<file path="src/rtl/decode_ctrl_pipe.sv">
// decode_ctrl_pipe
//   ID-stage decode control unit. Instructions arrive on a valid/ready
//   handshake, are decoded into a control word and queued in a small FIFO
//   that feeds the ID/EX register. The unit also sequences processor halt
//   (run -> halt-pending -> halted) and squashes queued work on flush.
//
// Optional feature macro: DECODE_CTRL_EXC_EN
//   defined   : opcode 00010 (SIIC) sets out_exc, 00011 (RTI) sets out_rti.
//   undefined : both opcodes decode as no-ops; out_exc/out_rti tied to 0.
//
// Ports
//   clk, rst_n          clock, asynchronous active-low reset
//   in_valid/in_ready   instruction handshake, in_instr is the word
//   flush               synchronous squash of every queued entry
//   out_valid/out_ready control-word handshake toward ID/EX
//   out_*               decoded fields of the FIFO head (0 when empty)
//   halted              processor halted, sticky until reset
//
// State  | meaning
// RUN    | accepting instructions
// HLTPND | halt queued, waiting for it to leave the FIFO; input closed
// HALTED | halt entry consumed; input closed until reset
module decode_ctrl_pipe #(
  parameter int INSTR_W   = 16,
  parameter int ALUOP_W   = 5,
  parameter int BUF_DEPTH = 2
) (
  input  logic               clk,
  input  logic               rst_n,
  input  logic               in_valid,
  input  logic [INSTR_W-1:0] in_instr,
  output logic               in_ready,
  input  logic               flush,
  output logic               out_valid,
  input  logic               out_ready,
  output logic [1:0]         out_dest_sel,
  output logic [ALUOP_W-1:0] out_alu_op,
  output logic               out_alu_src,
  output logic               out_reg_write,
  output logic               out_mem_read,
  output logic               out_mem_to_reg,
  output logic               out_mem_write,
  output logic               out_branch,
  output logic               out_jump,
  output logic               out_link,
  output logic               out_rt_rd,
  output logic               out_halt,
  output logic               out_exc,
  output logic               out_rti,
  output logic               halted
);

  localparam int PTR_W = (BUF_DEPTH > 1) ? $clog2(BUF_DEPTH) : 1;
  localparam int CNT_W = $clog2(BUF_DEPTH + 1);
  localparam logic [CNT_W-1:0] DEPTH_C = CNT_W'(BUF_DEPTH);
  localparam logic [PTR_W-1:0] LAST_PTR = PTR_W'(BUF_DEPTH - 1);

  typedef enum logic [1:0] {RUN = 2'd0, HALT_PEND = 2'd1, HALTED = 2'd2} state_t;

  typedef struct packed {
    logic [1:0]         dest_sel;
    logic [ALUOP_W-1:0] alu_op;
    logic               alu_src;
    logic               reg_write;
    logic               mem_read;
    logic               mem_to_reg;
    logic               mem_write;
    logic               branch;
    logic               jump;
    logic               link;
    logic               rt_rd;
    logic               halt;
`ifdef DECODE_CTRL_EXC_EN
    logic               exc;
    logic               rti;
`endif
  } ctrl_t;

  state_t             state_q, state_d;
  ctrl_t              mem_q [BUF_DEPTH];
  ctrl_t              mem_d [BUF_DEPTH];
  logic [PTR_W-1:0]   wr_ptr_q, wr_ptr_d, rd_ptr_q, rd_ptr_d;
  logic [CNT_W-1:0]   count_q, count_d;
  ctrl_t              dec, head;
  logic [4:0]         opcode;
  logic               push, pop;
  logic               unused_instr_bits;

  assign opcode = in_instr[INSTR_W-1 -: 5];
  // Only the opcode and the R-format function bits matter to decode.
  assign unused_instr_bits = ^in_instr;

  always_comb begin
    dec = '0;
    dec.alu_op[4:0] = opcode;
    if (ALUOP_W == 7 && (opcode == 5'b11011 || opcode == 5'b11010))
      dec.alu_op[ALUOP_W-1 -: 2] = in_instr[1:0];
    case (opcode)
      5'b01000, 5'b01001, 5'b01010, 5'b01011,
      5'b10100, 5'b10101, 5'b10110, 5'b10111: begin
        dec.reg_write = 1'b1; dec.dest_sel = 2'b01;
      end
      5'b11011, 5'b11010, 5'b11100, 5'b11101, 5'b11110, 5'b11111: begin
        dec.reg_write = 1'b1; dec.alu_src = 1'b1; dec.dest_sel = 2'b00;
      end
      5'b11001: begin
        dec.reg_write = 1'b1; dec.dest_sel = 2'b00;
      end
      5'b10001: begin
        dec.reg_write = 1'b1; dec.mem_read = 1'b1; dec.mem_to_reg = 1'b1; dec.dest_sel = 2'b01;
      end
      5'b10000: begin
        dec.mem_write = 1'b1; dec.rt_rd = 1'b1;
      end
      5'b10011: begin
        dec.mem_write = 1'b1; dec.rt_rd = 1'b1; dec.reg_write = 1'b1; dec.dest_sel = 2'b10;
      end
      5'b11000, 5'b10010: begin
        dec.reg_write = 1'b1; dec.dest_sel = 2'b10;
      end
      5'b01100, 5'b01101, 5'b01110, 5'b01111: dec.branch = 1'b1;
      5'b00100, 5'b00101: dec.jump = 1'b1;
      5'b00110, 5'b00111: begin
        dec.jump = 1'b1; dec.link = 1'b1; dec.reg_write = 1'b1; dec.dest_sel = 2'b11;
      end
      5'b00000: dec.halt = 1'b1;
`ifdef DECODE_CTRL_EXC_EN
      5'b00010: dec.exc = 1'b1;
      5'b00011: dec.rti = 1'b1;
`endif
      default: ;
    endcase
  end

  assign out_valid = (count_q != '0);
  assign in_ready  = (state_q == RUN) && (count_q < DEPTH_C);
  assign push      = in_valid && in_ready;
  assign pop       = out_valid && out_ready;
  assign head      = out_valid ? mem_q[rd_ptr_q] : '0;
  assign halted    = (state_q == HALTED);

  always_comb begin
    mem_d    = mem_q;
    wr_ptr_d = wr_ptr_q;
    rd_ptr_d = rd_ptr_q;
    count_d  = count_q;
    if (flush) begin
      // Squash wins over any same-cycle push or pop.
      wr_ptr_d = '0;
      rd_ptr_d = '0;
      count_d  = '0;
    end else begin
      if (push) begin
        mem_d[wr_ptr_q] = dec;
        wr_ptr_d = (wr_ptr_q == LAST_PTR) ? '0 : wr_ptr_q + PTR_W'(1);
      end
      if (pop)
        rd_ptr_d = (rd_ptr_q == LAST_PTR) ? '0 : rd_ptr_q + PTR_W'(1);
      if (push && !pop)
        count_d = count_q + CNT_W'(1);
      else if (pop && !push)
        count_d = count_q - CNT_W'(1);
    end
  end

  always_comb begin
    state_d = state_q;
    case (state_q)
      RUN:       if (push && dec.halt && !flush) state_d = HALT_PEND;
      HALT_PEND: begin
        if (flush)                state_d = RUN;
        else if (pop && head.halt) state_d = HALTED;
      end
      HALTED:    state_d = HALTED;
      default:   state_d = RUN;
    endcase
  end

  always_ff @(posedge clk or negedge rst_n) begin
    if (!rst_n) begin
      state_q  <= RUN;
      wr_ptr_q <= '0;
      rd_ptr_q <= '0;
      count_q  <= '0;
      for (int i = 0; i < BUF_DEPTH; i++) mem_q[i] <= '0;
    end else begin
      state_q  <= state_d;
      wr_ptr_q <= wr_ptr_d;
      rd_ptr_q <= rd_ptr_d;
      count_q  <= count_d;
      mem_q    <= mem_d;
    end
  end

  assign out_dest_sel   = head.dest_sel;
  assign out_alu_op     = head.alu_op;
  assign out_alu_src    = head.alu_src;
  assign out_reg_write  = head.reg_write;
  assign out_mem_read   = head.mem_read;
  assign out_mem_to_reg = head.mem_to_reg;
  assign out_mem_write  = head.mem_write;
  assign out_branch     = head.branch;
  assign out_jump       = head.jump;
  assign out_link       = head.link;
  assign out_rt_rd      = head.rt_rd;
  assign out_halt       = head.halt;
`ifdef DECODE_CTRL_EXC_EN
  assign out_exc        = head.exc;
  assign out_rti        = head.rti;
`else
  assign out_exc        = 1'b0;
  assign out_rti        = 1'b0;
`endif

endmodule

</file>
<file path="config.mk">
export PLATFORM = sky130hd
export DESIGN_NAME = decode_ctrl_pipe
export DESIGN_NICKNAME = d
export VERILOG_FILES = /design/src/rtl/decode_ctrl_pipe.sv
export SDC_FILE = /design/constraint.sdc
export NUM_CORES = 1
export LEC_CHECK = 0
export CORE_UTILIZATION = 45
export DETAILED_ROUTE_END_ITERATION = 8
export PLACE_DENSITY = 0.71
export SKIP_LAST_GASP = 1
export SYNTH_ARGS = -nofsm -noshare
export SYNTH_HDL_FRONTEND = slang
export SYNTH_SLANG_ARGS = --single-unit
</file>
<file path="constraint.sdc">
create_clock -name clk -period 4.5 [get_ports clk]
set_clock_uncertainty 0.1 [all_clocks]
set_input_delay 0.9 -clock clk [delete_from_list [all_inputs] [get_ports clk]]
set_output_delay 0.9 -clock clk [all_outputs]
set_load 0.02 [all_outputs]
</file>
==> impl_metrics.ini <==
[status]
status = finished, final reports clean

[timing]
slew_headroom_pct = 37.44
hold_viol_final = 0
worst_pin_slew_ns = 0.9384
fmaxAchievable_mhz = 305.6
finalSetupViolCount = 0
tns_ns = 0
fin_crit_sh_pct = 72.71
fin_crit_ns = 3.272
setup_slack_ns = 1.228
slew_viol_final = 0
holdWs_ns = 0.3841
rsz0062_at_grt = false

[global_route]
grt_overflow_total = 0
first_global_vias = 1368
grt_max_degree = 37
grt_pass1_wl_mm = 6.617
antenna_found_initial = 0
grt.total_usage_pct = 20.36

[place]
dp_slack_ns = 1.458
hpwl_mm = 2.602
gp_congestion = 0.7677
place_inst = 233
io_buffers = 29

[setup_path]
worstReg2RegStart = count_q[1]
worst-path-buf-inv = 1
cp_slowest_cell = dfrtp_1
r2r_setup_slack_ns = 2.24
crit_fanout = 16
max_stage_delay_ns = 0.96
criticalPathCategory = reg -> out
crit_required_ns = 3.50
reg2regPathDepth = 4
cp-end-kind = primary output
r2r_end = mem_q[30]
critical_path_arrival_ns = 2.27
path_cells = mux2i_1, nor2_1, clkdlybuf4s50_1
critical_path.top_delay_family = flip-flops
worst_setup_path_start_kind = flop

[layout]
final_cells = 241
mostFrequentLayoutCells = dfrtp_1 (36), clkdlybuf4s50_1 (29), nor2_1 (19), mux2i_1 (15), mux2_2 (10)
drive_gt1_share_pct = 17.28
n_antenna_cell = 0
seq_area_um2 = 900.9
area_growth_syn_to_layout_pct = 18.62
final_nets = 211
multi_input_area_um2 = 922.1
final_common_cell = dfrtp_1
nFillCells = 350

[synth]
async_reset_ff_share_pct = 100.0
synth_area_leaders = dfrtp_1 (46%), mux2i_1 (7.7%), mux2_4 (7.0%), mux2_2 (5.8%), mux2_1 (5.2%)
synth_area_per_cell_um2 = 11.70
synth_cell_type_count = 39
yosysSeqAreaShare_pct = 46.39
yosys_warnings = 0
syn_inst = 166
syn_area_um2 = 1942
synth-seq-cells = 36
synth_top_area_share_pct = 46.39
synth_area_leader_cell = dfrtp_1
synth-edff-count = 0
synth_flop_cell = dfrtp_1

[power]
power.density_nw_per_um2 = 383.9
clock_power_share_pct = 26.4
sw_frac_of_total_pct = 28.29
power.leakage_nw = 0.9987
vdd_drop_max_mv = 0.2164
p_switching_uw = 250.1
pwr-share-seq_pct = 48.6
comb_power_share_pct = 25.0
p_int_uw = 634.1

[routing]
postRouteAntennaNets = 0
drt_iter0_drc = 62
routed_wl_mm = 3.874
dr_total_vias = 1308
avgRoutedWirePerCell_um = 16.07
drc = 0
firstDrtPassIters = 4
via_per_inst = 5.427

[floorplanning]
die_x_um = 67.69
num_rows = 23
dieArea_um2 = 4582
die_height_um = 67.69
boundaryPins = 43
core_um2 = 4058
initial_utilization_pct = 47.86

[min_path]
hold_start = mem_q[33]
min_to = mem_q[33]
min_path_cells = 1
hold_class = reg -> reg

[clock_tree]
h-tree-depth = 2
root_buffer = clkbuf_8
clk_pin_slew_ns = 0.07
cts_buffer_depth = 2
numClockSinks = 36
cts_hold_buf = 0
numCtsBuffers = 5
cts_resized = 0
cts_setup_buffers = 0
clk_latency_ns = 0.29
tritoncts = yes

[job]
cap_violations = 0
[final cells by class]
cell class                 count  share of cell area [%]
multi-input combinational    111                   40.03
sequential                    36                   39.11
timing repair buffer          32                   13.58
inverter                       4                  0.6518
tap                           50                   2.716
clock buffer                   8                   3.911
[power by group through the flow]
stage	registers (mW)	logic, mW	clock network (mW)
2_1_floorplan	0.418	0.165	0
3_3_place_gp	0.431	0.218	0
3_5_place_dp	0.437	0.222	0
4_1_cts	0.431	0.224	0.242
5_1_grt	0.438	0.243	0.254
6_report	0.430	0.221	0.233
[sequential cells by signal, summed over array words and instances (netlist names)]
name and count:
mem_q 30, rd_ptr_q 1, count_q 2, wr_ptr_q 1, state_q 2
[synthesized netlist by cell type (2+ instances only)]
cell,instances
a31oi_1,5
and3_1,3
and3b_1,2
buf_2,4
buf_4,5
clkbuf_1,5
dfrtp_1,36
inv_1,4
mux2_1,9
mux2_2,10
mux2_4,9
mux2i_1,15
nor2_1,19
nor2b_1,5
nor3_1,5
nor3b_1,3
nor4_1,2
nor4bb_1,2
xnor2_1,3
[through the flow]
step | cell area, um^2 | util [%] | total power, mW
3_5_place_dp | 2213 | 54.55 | 0.6587
4_1_cts | 2303 | 56.77 | 0.8967
3_3_place_gp | 2213 | 54.55 | 0.6482
2_1_floorplan | 1946 | - | 0.5829
5_1_grt | 2303 | 56.77 | 0.9356
6_report | 2303 | 56.77 | 0.8842
[layer usage]
metal | track usage (%) | wire length [um] | part of all wire, %
met1 | 24.84 | 1676 | 43
met2 | 33.29 | 1926 | 50
met3 | 5.743 | 185 | 4.8
met4 | 8.777 | 85 | 2.2
met5 | 0 | 0 | 0
[worst max-delay path by stage]
stage	startpoint	to	slack (ns)	cells past startpoint
global route	rd_ptr_q	out_halt	1.02	3
detailed placement	in_valid	mem_q[30]	1.46	5
global placement	in_valid	mem_q[30]	1.46	5
floorplan	rd_ptr_q	out_rt_rd	2.09	5
CTS	rd_ptr_q	out_halt	1.19	3
finish	rd_ptr_q	out_halt	1.23	3
[cells by family after synthesis]
group                     Yosys count  share of synthesized area [%]
buffers and inverters              20                          6.315
other                               1                         0.1931
and+or+nand+nor                    48                          14.37
AOI/OAI and AO/OA                  14                          5.219
DFF                                36                          46.39
muxes                              43                          25.71
xor gates and xnor gates            4                          1.804
(Power assumes the default switching activity.)
